**src/rtl/dm_arb_pkg.sv**
```systemverilog
// Shared encodings for the DataMemory port arbiter: FSM states and granted-port IDs.
package dm_arb_pkg;

  localparam logic [1:0] IDLE      = 2'd0;
  localparam logic [1:0] DMA_BURST = 2'd1;
  localparam logic [1:0] CPU_FORCE = 2'd2;

  localparam logic [1:0] PORT_NONE = 2'd0;
  localparam logic [1:0] PORT_CPU  = 2'd1;
  localparam logic [1:0] PORT_DMA  = 2'd2;

endpackage

```
**src/rtl/arb_wait_counter.sv**
```systemverilog
// Saturating count of consecutive cycles a requester waited without a grant; o_starved once it hits LIMIT.
// One-cycle registered view: the count reflects waits up to the previous cycle, so no combinational loop with the grant.
module arb_wait_counter #(
  parameter int LIMIT = 4
) (
  input  logic clk,
  input  logic reset,
  input  logic i_req,
  input  logic i_gnt,
  output logic o_starved
);

  localparam int W = $clog2(LIMIT + 1);
  localparam logic [W-1:0] LIM = W'(LIMIT);

  logic [W-1:0] r_cnt;

  always_ff @(posedge clk) begin
    if (reset) begin
      r_cnt <= '0;
    end else if (!i_req || i_gnt) begin
      r_cnt <= '0;
    end else if (r_cnt != LIM) begin
      r_cnt <= r_cnt + 1'b1;
    end
  end

  assign o_starved = (r_cnt >= LIM);

endmodule

```
**src/rtl/dm_port_arbiter.sv**
```systemverilog
// Shares the DataMemory port between CPU and DMA: zero-latency grants, CPU priority, locked DMA bursts, anti-starvation.
// Losing requester holds its request and is stalled; optional perf counters under DM_ARB_PERF_EN.
module dm_port_arbiter
  import dm_arb_pkg::*;
#(
  parameter int DM_SIZE_BIT  = 10,
  parameter int MAX_BURST    = 8,
  parameter int STARVE_LIMIT = 4
) (
  input  logic                   clk,
  input  logic                   reset,
  input  logic                   cpu_req,
  input  logic                   cpu_we,
  input  logic [DM_SIZE_BIT-1:0] cpu_addr,
  input  logic [31:0]            cpu_wdata,
  output logic                   cpu_gnt,
  output logic                   cpu_stall,
  input  logic                   dma_req,
  input  logic                   dma_lock,
  input  logic                   dma_we,
  input  logic [DM_SIZE_BIT-1:0] dma_addr,
  input  logic [31:0]            dma_wdata,
  output logic                   dma_gnt,
  output logic                   mem_we,
  output logic [DM_SIZE_BIT-1:0] mem_addr,
  output logic [31:0]            mem_wdata,
  input  logic [31:0]            mem_rdata,
  output logic [31:0]            rdata
`ifdef DM_ARB_PERF_EN
  ,
  output logic [31:0]            cpu_stall_cnt,
  output logic [31:0]            dma_grant_cnt
`endif
);

  localparam int BW = $clog2(MAX_BURST + 1);
  localparam logic [BW-1:0] BURST_MAX = BW'(MAX_BURST);

  logic [1:0]    r_state;
  logic [1:0]    w_state_nxt;
  logic [BW-1:0] r_burst_cnt;
  logic [BW-1:0] w_burst_nxt;
  logic          w_cpu_starved;
  logic          w_dma_starved;
  logic          w_idle_cpu;
  logic          w_idle_dma;
  logic          w_burst_ok;
  logic          w_force;
  logic [1:0]    w_sel;

  arb_wait_counter #(.LIMIT(STARVE_LIMIT)) u_cpu_wait (
    .clk      (clk),
    .reset    (reset),
    .i_req    (cpu_req),
    .i_gnt    (cpu_gnt),
    .o_starved(w_cpu_starved)
  );

  arb_wait_counter #(.LIMIT(STARVE_LIMIT)) u_dma_wait (
    .clk      (clk),
    .reset    (reset),
    .i_req    (dma_req),
    .i_gnt    (dma_gnt),
    .o_starved(w_dma_starved)
  );

  assign w_idle_cpu = cpu_req && !(w_dma_starved && dma_req);
  assign w_idle_dma = dma_req && !w_idle_cpu;
  assign w_burst_ok = dma_req && dma_lock;
  assign w_force    = cpu_req && ((r_burst_cnt == BURST_MAX) || w_cpu_starved);

  always_ff @(posedge clk) begin
    if (reset) begin
      r_state     <= IDLE;
      r_burst_cnt <= '0;
    end else begin
      r_state     <= w_state_nxt;
      r_burst_cnt <= w_burst_nxt;
    end
  end

  // A burst that loses req/lock falls back to plain IDLE arbitration in the same cycle.
  always_comb begin
    w_state_nxt = IDLE;
    w_burst_nxt = r_burst_cnt;
    case (r_state)
      IDLE: begin
        if (dma_gnt && dma_lock) begin
          w_state_nxt = DMA_BURST;
          w_burst_nxt = BW'(1);
        end
      end
      DMA_BURST: begin
        if (!w_burst_ok) begin
          w_state_nxt = IDLE;
        end else if (w_force) begin
          w_state_nxt = CPU_FORCE;
        end else begin
          w_state_nxt = DMA_BURST;
          if (r_burst_cnt != BURST_MAX) w_burst_nxt = r_burst_cnt + 1'b1;
        end
      end
      CPU_FORCE: begin
        if (cpu_req) begin
          w_state_nxt = w_burst_ok ? DMA_BURST : IDLE;
          w_burst_nxt = '0;
        end
      end
      default: w_state_nxt = IDLE;
    endcase
  end

  always_comb begin
    cpu_gnt = 1'b0;
    dma_gnt = 1'b0;
    if (!reset) begin
      case (r_state)
        IDLE: begin
          cpu_gnt = w_idle_cpu;
          dma_gnt = w_idle_dma;
        end
        DMA_BURST: begin
          if (!w_burst_ok) begin
            cpu_gnt = w_idle_cpu;
            dma_gnt = w_idle_dma;
          end else if (!w_force) begin
            dma_gnt = 1'b1;
          end
        end
        CPU_FORCE: cpu_gnt = cpu_req;
        default: ;
      endcase
    end
  end

  assign cpu_stall = cpu_req && !cpu_gnt;
  assign w_sel     = cpu_gnt ? PORT_CPU : (dma_gnt ? PORT_DMA : PORT_NONE);

  always_comb begin
    mem_we    = 1'b0;
    mem_addr  = '0;
    mem_wdata = '0;
    case (w_sel)
      PORT_CPU: begin
        mem_we    = cpu_we;
        mem_addr  = cpu_addr;
        mem_wdata = cpu_wdata;
      end
      PORT_DMA: begin
        mem_we    = dma_we;
        mem_addr  = dma_addr;
        mem_wdata = dma_wdata;
      end
      default: ;
    endcase
  end

  assign rdata = mem_rdata;

`ifdef DM_ARB_PERF_EN
  logic [31:0] r_cpu_stall_cnt;
  logic [31:0] r_dma_grant_cnt;

  always_ff @(posedge clk) begin
    if (reset) begin
      r_cpu_stall_cnt <= '0;
      r_dma_grant_cnt <= '0;
    end else begin
      if (cpu_stall) r_cpu_stall_cnt <= r_cpu_stall_cnt + 32'd1;
      if (dma_gnt)   r_dma_grant_cnt <= r_dma_grant_cnt + 32'd1;
    end
  end

  assign cpu_stall_cnt = r_cpu_stall_cnt;
  assign dma_grant_cnt = r_dma_grant_cnt;
`endif

endmodule
```
**config.mk**
```make
export PLATFORM = sky130hd
export DESIGN_NAME = dm_port_arbiter
export DESIGN_NICKNAME = d
export VERILOG_FILES = /design/src/rtl/dm_arb_pkg.sv /design/src/rtl/arb_wait_counter.sv /design/src/rtl/dm_port_arbiter.sv
export SDC_FILE = /design/constraint.sdc
export NUM_CORES = 1
export LEC_CHECK = 0
export CAP_MARGIN = 30
export CORE_MARGIN = 2
export CORE_UTILIZATION = 29
export DETAILED_ROUTE_END_ITERATION = 7
export PLACE_DENSITY = 0.8
export SLEW_MARGIN = 20
export SYNTH_ARGS = -nofsm -noshare
export SYNTH_HDL_FRONTEND = slang
export SYNTH_HIERARCHICAL = 1
export SYNTH_SLANG_ARGS = --single-unit
```
**constraint.sdc**
```tcl
create_clock -name clk -period 3 [get_ports clk]
set_input_delay 0.3 -clock clk [delete_from_list [all_inputs] [get_ports clk]]
set_output_delay 0.3 -clock clk [all_outputs]
set_load 0.005 [all_outputs]
```
==> results.txt <==
Worst-path clk slew -> 0.06 ns
CP startpoint -> r_state[1]
RSZ-0062 raised after global routing -> true
Core area -> 6350 µm²
Pwr Density -> 220 nW/µm²
Total number of vias -> 2238
Chip height -> 85.0 µm
Sw power -> 194 µW
Critical Path AT -> 2.64 ns
Detailed placement HPWL -> 5.28 mm
Most common cell after layout, fill and taps aside -> clkdlybuf4s50_1
Largest net degree at the start of global routing -> 45
First-pass GRT wire length -> 11.2 mm
Top_reg_cell synth -> dfxtp_1
CTS tree -> done
Slew Limit Fails -> 0
Share of cells above drive strength 1 -> 0.0765
Internal power -> 504 µW
YS warnings -> 6
Final setup fails -> 0
Crit path time final -> 2.94 ns
Routability cong. -> 0.811
Drt first-iter violations -> 108
EDFF count, synth -> 0
R2R cell count -> 9
Fin util -> 0.499
Mapped Area -> 1900 µm²
Leak Pwr -> 1.08 nW
CP endpoint -> mem_wdata[31]
TritonCTS buffer count -> 3
Sequential share of the synthesized area -> 0.126
Kind of critical path -> reg2out
Row Count -> 29
Flop pwr share -> 0.239
Hold Violations, Final -> 0
Setup crit end kind -> output port
Root buffer cell -> clkbuf_8
Status -> finished clean
Drt pass-1 iters -> 4
Hold_buf cts -> 0
Post-synth ARST share -> 0
Routed Antenna Nets -> 0
Nets -> 474
DR vias/cell -> 5.37
DRT Wirelength -> 7.23 mm
Clock Skews -> 0.00259 ns
Sink Count -> 12
Logic pwr share -> 0.493
Final Cycle Share -> 0.981
RR Endpoint -> u_cpu_wait/r_cnt[2]
Crit path launch type -> flop
Clk pwr share -> 0.267
Min Hold Slack -> 0.497 ns
Worst-Skew Late Latency -> 0.25 ns
R2r startpoint -> r_state[0]
CTS max path bufs -> 2
Antenna cells -> 0
Peak supply drop -> 166 µV
Initial Utilization -> 0.300
Tot GR Track Use -> 0.189
IO buf count -> 136
Fill cells -> 601
Die width -> 85.0 µm
Net Sw Frac -> 0.278
Syn_area_per_cell -> 7.80 µm²
Most frequent cells in the layout -> clkdlybuf4s50_1 (136), o2bb2ai_1 (43), o21ai_0 (41), inv_1 (14), dfxtp_1 (12)
Io pins -> 201
Htree depth -> 1
DR WL/cell -> 17.3 µm
Syn Nets -> 377
Cell variety after synth -> 44
Setup slack on the worst flop-to-flop path -> 0.66 ns
Cells after Synth -> 244
Worst hold path type -> reg2reg
Number of global-route vias before repair -> 2091
Peak Freq -> 340 MHz
Detailed-route DRC error count -> 0
Data required, critical path -> 2.70 ns
Die ar. -> 7230 µm²
Number of max-cap violations -> 0
Initial antenna violation count -> 0
Worst rel slew slack -> 0.598
Area delta synth->final -> 66.2%
CP max FO -> 43
Synthesis-stage register bit count -> 12
Gr ovfl total -> 0
Tightest Pin Transition -> 0.604 ns
-- cells in the mapped netlist (3+ instances only) --
master / n / share of area
a21oi_1: 6 / 0.016
nand2b_1: 4 / 0.013
clkbuf_1: 6 / 0.012
nor3_2: 3 / 0.016
buf_4: 33 / 0.13
o21ai_1: 3 / 0.0079
and3b_1: 3 / 0.014
nand3_1: 5 / 0.013
buf_2: 4 / 0.011
o2bb2ai_1: 43 / 0.20
dfxtp_1: 12 / 0.13
clkbuf_2: 5 / 0.013
nor2_1: 5 / 0.0099
ha_1: 10 / 0.066
buf_8: 4 / 0.032
o21ai_0: 42 / 0.11
inv_1: 14 / 0.028
nor3_1: 4 / 0.011
-- power groups by stage --
stage | sequential [mW] | combinational (mW) | clock, mW
2_1_floorplan | 0.170 | 0.159 | 0
3_3_place_gp | 0.170 | 0.338 | 0
3_5_place_dp | 0.170 | 0.341 | 0
4_1_cts | 0.167 | 0.345 | 0.188
5_1_grt | 0.167 | 0.371 | 0.195
6_report | 0.167 | 0.344 | 0.187
-- area by class of cell --
class,count,area (µm²),share of cell area
multi-input combinational,165,1220,0.387
sequential,12,240,0.0759
tap,77,96.3,0.0304
inverter,14,52.6,0.0166
clock buffer,4,55.1,0.0174
timing repair buffer,145,1500,0.473
-- kinds of logic after synthesis --
kind of cell    after synthesis  share of synthesized area
simple gates                 42                      0.152
flops                        12                      0.126
compound gates              113                      0.425
buf+inv                      67                      0.231
fa+ha+maj                    10                     0.0657
-- timing repair --
| item | 4_1_cts | 5_1_grt |
|---|---|---|
| setup buffers | 0 | 1 |
| setup endpoints to repair | 0 | 20 |
| gates resized for setup | 0 | 1 |
-- layer usage --
layer | wire length (µm) | vias to the layer above | GRT usage
met2 | 3430 | 123 | 0.310
met5 | 0 | - | 0
met4 | 53 | 0 | 0.0404
li1 | - | 1081 | -
met1 | 3090 | 1027 | 0.251
met3 | 663 | 7 | 0.0477
-- sequential cells by signal, summed over array words and instances (netlist names) --
signal,cells
u_dma_wait/r_cnt,3
r_burst_cnt,4
r_state,2
u_cpu_wait/r_cnt,3
-- metrics by stage --
step           total power [mW]  area (µm²)  std cells  setup TNS [ns]  setup slack (ns)
4_1_cts                   0.699        3130        415               0            0.0316
5_1_grt                   0.733        3170        417          -0.484           -0.0471
6_report                  0.698        3170        417               0            0.0557
3_3_place_gp              0.508        3080        411               0            0.0392
2_1_floorplan             0.328        1900        244               0             0.827
3_5_place_dp              0.511        3080        411               0            0.0387
-- how the worst min path moves through the flow --
| stage | startpoint | to | depth (start not counted) |
|---|---|---|---|
| floorplan | u_cpu_wait/r_cnt[1] | u_cpu_wait/r_cnt[1] | 2 |
| global placement | u_cpu_wait/r_cnt[1] | u_cpu_wait/r_cnt[1] | 2 |
| detailed placement | u_cpu_wait/r_cnt[1] | u_cpu_wait/r_cnt[1] | 2 |
| CTS | u_cpu_wait/r_cnt[1] | u_cpu_wait/r_cnt[1] | 2 |
| global route | u_cpu_wait/r_cnt[0] | u_cpu_wait/r_cnt[0] | 2 |
| finish | u_cpu_wait/r_cnt[0] | u_cpu_wait/r_cnt[0] | 2 |
-- worst max-delay path, cell delays in order (launching register included) --
cell and delay (ns):
dfxtp_1 0.32, inv_1 0.08, ha_1 0.34, nor3_2 0.08
or4_4 0.48, buf_12 0.20, o21ai_0 0.33, o2bb2ai_1 0.11
clkdlybuf4s50_1 0.45
(Power assumes the default switching activity.)
